**config.mk**
```make
export PLATFORM = sky130hd
export DESIGN_NAME = pwm_duty_slew
export DESIGN_NICKNAME = d
export VERILOG_FILES = /design/src/rtl/pwm_slew_pkg.sv /design/src/rtl/pwm_slew_prescaler.sv /design/src/rtl/pwm_duty_slew.sv
export SDC_FILE = /design/constraint.sdc
export NUM_CORES = 1
export LEC_CHECK = 0
export ABC_CLOCK_PERIOD_IN_PS = 7400
export CAP_MARGIN = 15
export CORE_MARGIN = 4
export CORE_UTILIZATION = 57
export DETAILED_ROUTE_END_ITERATION = 10
export HOLD_SLACK_MARGIN = 0.06
export PLACE_DENSITY_LB_ADDON = 0.25
export SYNTH_ARGS = -nofsm -noshare
export SYNTH_HDL_FRONTEND = slang
export SYNTH_SLANG_ARGS = --single-unit
```
**constraint.sdc**
```tcl
create_clock -name clk -period 7.4 [get_ports clk]
set_clock_uncertainty 0.2 [all_clocks]
set_input_delay 1.48 -clock clk [delete_from_list [all_inputs] [get_ports clk]]
set_output_delay 1.48 -clock clk [all_outputs]
set_load 0.01 [all_outputs]
```
**src/rtl/pwm_slew_pkg.sv**
```systemverilog
// Shared definitions for the PWM duty slew limiter.
//   PWM_DUTY_W    : default width of target / duty / step
//   PWM_DIV_W     : default width of the prescaler divisor
//   slew_state_t  : ramp state (IDLE / UP / DOWN)
//   slew_state_of : maps a duty-vs-target comparison onto a ramp state
package pwm_slew_pkg;

    localparam int unsigned PWM_DUTY_W = 8;
    localparam int unsigned PWM_DIV_W  = 8;

    typedef enum logic [1:0] {
        ST_IDLE = 2'd0,
        ST_UP   = 2'd1,
        ST_DOWN = 2'd2
    } slew_state_t;

    // Duty below target ramps up, above ramps down, equal is idle.
    function automatic slew_state_t slew_state_of(input logic duty_lt, input logic duty_gt);
        slew_state_t st;
        st = ST_IDLE;
        if (duty_lt) begin
            st = ST_UP;
        end else if (duty_gt) begin
            st = ST_DOWN;
        end
        return st;
    endfunction

endpackage

```
**src/rtl/pwm_slew_prescaler.sv**
```systemverilog
// Tick generator for the duty slew limiter.
// Counts enabled cycles and fires once every div+1 of them. A divisor
// lowered below the running count lets the counter wrap naturally through
// its full range before the next match.
// Ports:
//   clk, rst_n : clock, async active-low reset
//   i_en       : count enable; 0 holds the counter at zero
//   i_div      : tick period minus one
//   o_tick_c   : combinational tick (en && cnt == div)
module pwm_slew_prescaler
    import pwm_slew_pkg::*;
#(
    parameter int unsigned DIV_W = PWM_DIV_W
) (
    input  logic             clk,
    input  logic             rst_n,
    input  logic             i_en,
    input  logic [DIV_W-1:0] i_div,
    output logic             o_tick_c
);

    logic [DIV_W-1:0] r_cnt;
    logic             w_tick;

    assign w_tick   = i_en && (r_cnt == i_div);
    assign o_tick_c = w_tick;

    // Counter: cleared when disabled or on tick, otherwise free-running with wrap.
    always_ff @(posedge clk or negedge rst_n) begin
        if (!rst_n) begin
            r_cnt <= '0;
        end else if (!i_en || w_tick) begin
            r_cnt <= '0;
        end else begin
            r_cnt <= r_cnt + DIV_W'(1);
        end
    end

endmodule

```
**src/rtl/pwm_duty_slew.sv**
```systemverilog
// Slew-rate limiter between the SPI duty register and the PWM generator.
// Moves the applied duty toward the requested target by at most `step`
// per prescaler tick, so loads see ramps instead of jumps. step == 0
// bypasses the limiter (duty follows target on the next edge).
// Optional feature macro: PWM_SLEW_DONE_PULSE_EN adds the done_pulse port,
// a one-cycle strobe when a ramp (UP/DOWN) settles into IDLE.
// Ports:
//   clk, rst_n : clock, async active-low reset
//   en         : 1 = slewing active; 0 = freeze duty and prescaler
//   target     : requested duty (SPI register 0x04)
//   step       : max duty change per tick, 0 = bypass
//   div        : tick every div+1 enabled cycles
//   duty_q     : applied duty to the PWM generator (registered)
//   busy       : ramp in progress (registered)
//   done_pulse : ramp-complete strobe (only with PWM_SLEW_DONE_PULSE_EN)
module pwm_duty_slew
    import pwm_slew_pkg::*;
#(
    parameter int unsigned DUTY_W = PWM_DUTY_W,
    parameter int unsigned DIV_W  = PWM_DIV_W
) (
    input  logic              clk,
    input  logic              rst_n,
    input  logic              en,
    input  logic [DUTY_W-1:0] target,
    input  logic [DUTY_W-1:0] step,
    input  logic [DIV_W-1:0]  div,
    output logic [DUTY_W-1:0] duty_q,
    output logic              busy
`ifdef PWM_SLEW_DONE_PULSE_EN
    ,
    output logic              done_pulse
`endif
);

    slew_state_t       r_state;
    slew_state_t       w_state_nxt;
    slew_state_t       w_dir;
    logic [DUTY_W-1:0] r_duty;
    logic [DUTY_W-1:0] w_duty_nxt;
    logic              r_busy;
    logic              w_busy_nxt;
    logic              w_tick;
    logic [DUTY_W:0]   w_up_diff;
    logic [DUTY_W:0]   w_dn_diff;
    logic [DUTY_W:0]   w_step_ext;

    pwm_slew_prescaler #(
        .DIV_W (DIV_W)
    ) u_prescaler (
        .clk      (clk),
        .rst_n    (rst_n),
        .i_en     (en),
        .i_div    (div),
        .o_tick_c (w_tick)
    );

    // Distances to target, one bit wider so neither side can wrap.
    always_comb begin
        w_step_ext = {1'b0, step};
        w_up_diff  = {1'b0, target} - {1'b0, r_duty};
        w_dn_diff  = {1'b0, r_duty} - {1'b0, target};
        // Direction follows the target present on this edge, so a
        // mid-ramp reversal takes effect immediately.
        w_dir      = slew_state_of(r_duty < target, r_duty > target);
    end

    // Next duty, state and busy.
    always_comb begin
        w_duty_nxt  = r_duty;
        w_state_nxt = r_state;
        w_busy_nxt  = r_busy;
        if (en) begin
            if (step == '0) begin
                w_duty_nxt = target;
            end else if (w_tick) begin
                case (w_dir)
                    ST_UP: begin
                        w_duty_nxt = (w_up_diff <= w_step_ext) ? target : (r_duty + step);
                    end
                    ST_DOWN: begin
                        w_duty_nxt = (w_dn_diff <= w_step_ext) ? target : (r_duty - step);
                    end
                    default: begin
                        w_duty_nxt = r_duty;
                    end
                endcase
            end
            w_state_nxt = slew_state_of(w_duty_nxt < target, w_duty_nxt > target);
            w_busy_nxt  = (w_state_nxt != ST_IDLE);
        end
    end

    // State and output registers.
    always_ff @(posedge clk or negedge rst_n) begin
        if (!rst_n) begin
            r_state <= ST_IDLE;
            r_duty  <= '0;
            r_busy  <= 1'b0;
        end else begin
            r_state <= w_state_nxt;
            r_duty  <= w_duty_nxt;
            r_busy  <= w_busy_nxt;
        end
    end

    assign duty_q = r_duty;
    assign busy   = r_busy;

`ifdef PWM_SLEW_DONE_PULSE_EN
    logic r_done;
    logic w_done_nxt;

    // Strobe on the edge where an active ramp settles; idle bypass never fires.
    always_comb begin
        w_done_nxt = en && (r_state != ST_IDLE) && (w_state_nxt == ST_IDLE);
    end

    always_ff @(posedge clk or negedge rst_n) begin
        if (!rst_n) begin
            r_done <= 1'b0;
        end else begin
            r_done <= w_done_nxt;
        end
    end

    assign done_pulse = r_done;
`endif

endmodule
```
==> metrics.md, run 1 <==
| Metric | Value |
|---|---|
| Status | `completed` |
| Synthesized Nets | `470` |
| Reg2Reg Depth | `21` |
| Gpl congestion | `0.977` |
| Sw Share | `47.6%` |
| Cts hold-fix bufs | `0` |
| Clock transition at the registers of the reported paths | `0.06 ns` |
| # IOs | `36` |
| CTS Root Cell | `clkbuf_8` |
| Vias | `3096` |
| Post-route cell area | `~3600 sq um` |
| Crit start category | `input pin` |
| Chip Width | `82.3 um` |
| #FFs+latches synth | `17` |
| Worst Path Required | `7.32 ns` |
| Final net count | `497` |
| Fmax | `0.149 GHz` |
| Detailed Route WL | `9.03 mm` |
| # rows | `26` |
| CP max stage cell | `o32ai_2` |
| TNS Setup | `0 ns` |
| Most used DFF post-synth | `dfrtp_1` |
| Synth area leaders | `ha_1 21%, dfrtp_1 14%, xnor2_1 5.0%` |
| Int Pwr | `0.000337 W` |
| Area post-placement | `3520 sq um` |
| FF+latch area | `425 sq um` |
| Power Density | `180 nW/um^2` |
| Critical Path End | `busy$_DFFE_PN0P_` |
| Area leader, netlist | `ha_1` |
| Register area share after synthesis | `13.5%` |
| Die area | `6780 sq um` |
| First DRT Iteration DRCs | `251` |
| Share of layout cells above drive strength 1 | `4.62%` |
| Global-route wire length before repair | `14.6 mm` |
| I/O Buffers | `35` |
| Netlist cell types | `63` |
| Via/cell ratio | `6.44` |
| Routed Antenna Nets | `0` |
| RR Startpoint | `duty_q[1]$_DFFE_PN0P_` |
| Final Max Tran Viols | `0` |
| HPWL after DPL | `7.42 mm` |
| Hold WS | `0.338 ns` |
| Combinational fraction of design power | `70.3%` |
| TritonCTS clock tree | `yes` |
| Slowest stage delay, CP | `0.83 ns` |
| GRT Util Overall | `28.0%` |
| Max_cap viols | `0` |
| Crit Path Max Fanout | `13` |
| IR drop worst, VDD | `151 uV` |
| Ys async rst share | `between 90% and 100%` |
| Synth Instances | `385` |
| Clock power share | `10.9%` |
| Total CTS buffers | `3` |
| H-tree Lvls | `1` |
| Commonest non-fill, non-tap cells in the layout | `54 x ha_1, 35 x clkdlybuf4s50_1, 34 x inv_1` |
| Number of global-route vias before repair | `2949` |
| Slew @ Worst Pin | `between 1 and 1.5 ns` |
| Crit-path cells | `clkdlybuf4s50_1 > inv_1 > ha_1 > a21oi_1 > nand2_1 > a21o_1 > a21oi_1 > xnor2_1 > ha_1 > nand4_1 > a21oi_1 > nor4_1 > o32ai_2 > mux2_2 > a221o_1 > o221a_2 > ha_1 > inv_1 > o21ai_0 > a221oi_1 > a211oi_1 > a21oi_1` |
| Die Ht | `82.3 um` |
| GRT overflow | `0` |
| Switch Pwr | `0.000306 W` |
| Clock Path Buffers | `2` |
| Data arrival, critical path | `between 6 and 7 ns` |
| Multi-input logic area | `2520 sq um` |
| Reg2reg end | `busy$_DFFE_PN0P_` |
| Post-route DRC violation count | `0` |
| Clock Latency Late Sink | `~0.25 ns` |
| Core area | `5240 sq um` |
| Inserted Diodes | `0` |
| P_leak | `1.63 nW` |
| Most common cell after layout, fill and taps aside | `ha_1` |
| YS warnings | `0` |
| Fillcell total | `457` |
| Gates resized, CTS repair | `0` |
| Tmin final | `6.70 ns` |
| CP Launch Point | `target[2]` |
| Num Clock Sinks | `17` |
| RSZ-0062 raised after global routing | `false` |
| Final Cycle Share | `about nine tenths` |
| Sequential share of power | `18.9%` |
| Worst slew margin | `31.3%` |
| Initial antenna violation count | `0` |
| Mapped cell area | `3150 sq um` |
| Area fraction of the dominant cell type after synthesis | `21.5%` |
| Min-Delay Path Class | `reg2reg` |
| Post-synth EDFFs | `0` |
| Synth Area per Inst | `roughly 8.2 sq um` |
| Initial Util | `between 60% and 70%` |
| Final hold vios | `0` |
| Cell mode on critical path | `a21oi_1` |
| DR pass1 iterations | `5` |
| R2r setup slk | `~2.0 ns` |
| Critical setup path kind | `in2reg` |
| Post-CTS Setup Repair Bufs | `0` |
| # setup viols final | `0` |
| Drt wl/cell | `18.8 um` |
| Largest net degree at the start of global routing | `18` |
| Area growth syn-to-layout | `13.2%` |
| Kind of end point of the critical path | `register` |
-- cell usage after synthesis (5+ instances only) --
| master | number |
|---|---|
| xnor2_1 | 18 |
| o21ai_0 | 12 |
| nor2_1 | 32 |
| mux2i_1 | 6 |
| nor3_1 | 9 |
| nand3_1 | 11 |
| nand4_1 | 7 |
| o21ai_1 | 9 |
| nand2_1 | 14 |
| nor4_1 | 6 |
| and3_1 | 6 |
| xor2_1 | 18 |
| buf_2 | 5 |
| a21o_1 | 9 |
| clkbuf_1 | 6 |
| o22ai_1 | 5 |
| o21a_1 | 6 |
| ha_1 | 54 |
| dfrtp_1 | 17 |
| nor2b_1 | 5 |
| a22oi_1 | 8 |
| a21oi_1 | 19 |
| inv_1 | 34 |
-- layout make-up --
cell class                 count  share of cell area (%)
timing repair buffer          36                    10.0
tap                           70                    2.46
sequential                    17                    11.9
inverter                      34                    3.58
multi-input combinational    320                    70.7
clock buffer                   3                    1.16
clock inverter                 1                   0.140
-- layer usage --
layer / GRT usage (%) / wire length (um)
met5: 0 / 0
met4: 12.1 / 340
met3: 3.47 / 639
met2: 44.4 / 4150
met1: 38.0 / 3900
-- sequential cells by signal, summed over array words and instances (netlist names) --
name,flops
busy,1
u_prescaler.r_cnt,8
duty_q,8
-- cells by family (layout without fill, tap and decap cells) --
group	Yosys count	after routing	synth area share (%)
compound gates	110	110	25.9
xor+xnor	36	36	10.0
fa+ha+maj	58	58	24.0
buf+inv	48	74	6.52
flops	17	17	13.5
mux	7	7	2.27
simple gates	109	109	17.8
-- worst min path at each step --
stage | from | end | slack [ns] | cells past startpoint
finish | busy$_DFFE_PN0P_ | busy$_DFFE_PN0P_ | 0.34 | 2
global route | busy$_DFFE_PN0P_ | busy$_DFFE_PN0P_ | 0.40 | 2
CTS | busy$_DFFE_PN0P_ | busy$_DFFE_PN0P_ | 0.35 | 2
detailed placement | busy$_DFFE_PN0P_ | busy$_DFFE_PN0P_ | 0.33 | 2
global placement | busy$_DFFE_PN0P_ | busy$_DFFE_PN0P_ | 0.32 | 2
floorplan | u_prescaler.r_cnt[0]$_DFF_PN0_ | u_prescaler.r_cnt[0]$_DFF_PN0_ | 0.30 | 1
-- critical path: cells and delay by family --
kind,cells,cell delay [ns]
AND/OR/NAND/NOR,3,0.36
buffers and inverters,3,0.68
AO/OA/AOI/OAI,11,2.54
XOR/XNOR,1,0.09
adder cells (fa/ha/maj),3,1.03
multiplexers,1,0.43
-- metrics by stage --
stage | utilization [%] | power, W | std cells | setup WS, ns
after floorplan | - | 0.000442 | 385 | 2.00
after global placement | 67.1 | 0.000560 | 477 | 0.727
after detailed placement | 67.1 | 0.000564 | 477 | 0.542
after CTS | 68.0 | 0.000637 | 481 | 0.793
after global routing | 68.0 | 0.000697 | 481 | 0.290
final | 68.0 | 0.000643 | 481 | 0.702
-- power by group through the flow --
stage	combinational (W)	sequential, W	clock, W
final	0.000452	0.000121	0.0000698
after global routing	0.000497	0.000123	0.0000769
after CTS	0.000445	0.000121	0.0000717
after detailed placement	0.000441	0.000122	0
after global placement	0.000438	0.000122	0
after floorplan	0.000324	0.000118	0
Note: power is estimated with default switching activity, not from simulation.
==> run 2: changes to the inputs <==
--- a/config.mk
+++ b/config.mk
@@ -5,8 +5,8 @@
 export SDC_FILE = /design/constraint.sdc
 export NUM_CORES = 1
 export LEC_CHECK = 0
+export ABC_AREA = 0
 export ABC_CLOCK_PERIOD_IN_PS = 7400
-export CAP_MARGIN = 15
 export CORE_MARGIN = 4
 export CORE_UTILIZATION = 57
 export DETAILED_ROUTE_END_ITERATION = 10
==> results of run 2 <==
The final DEF is identical to that of run 1; final timing and power are the same.
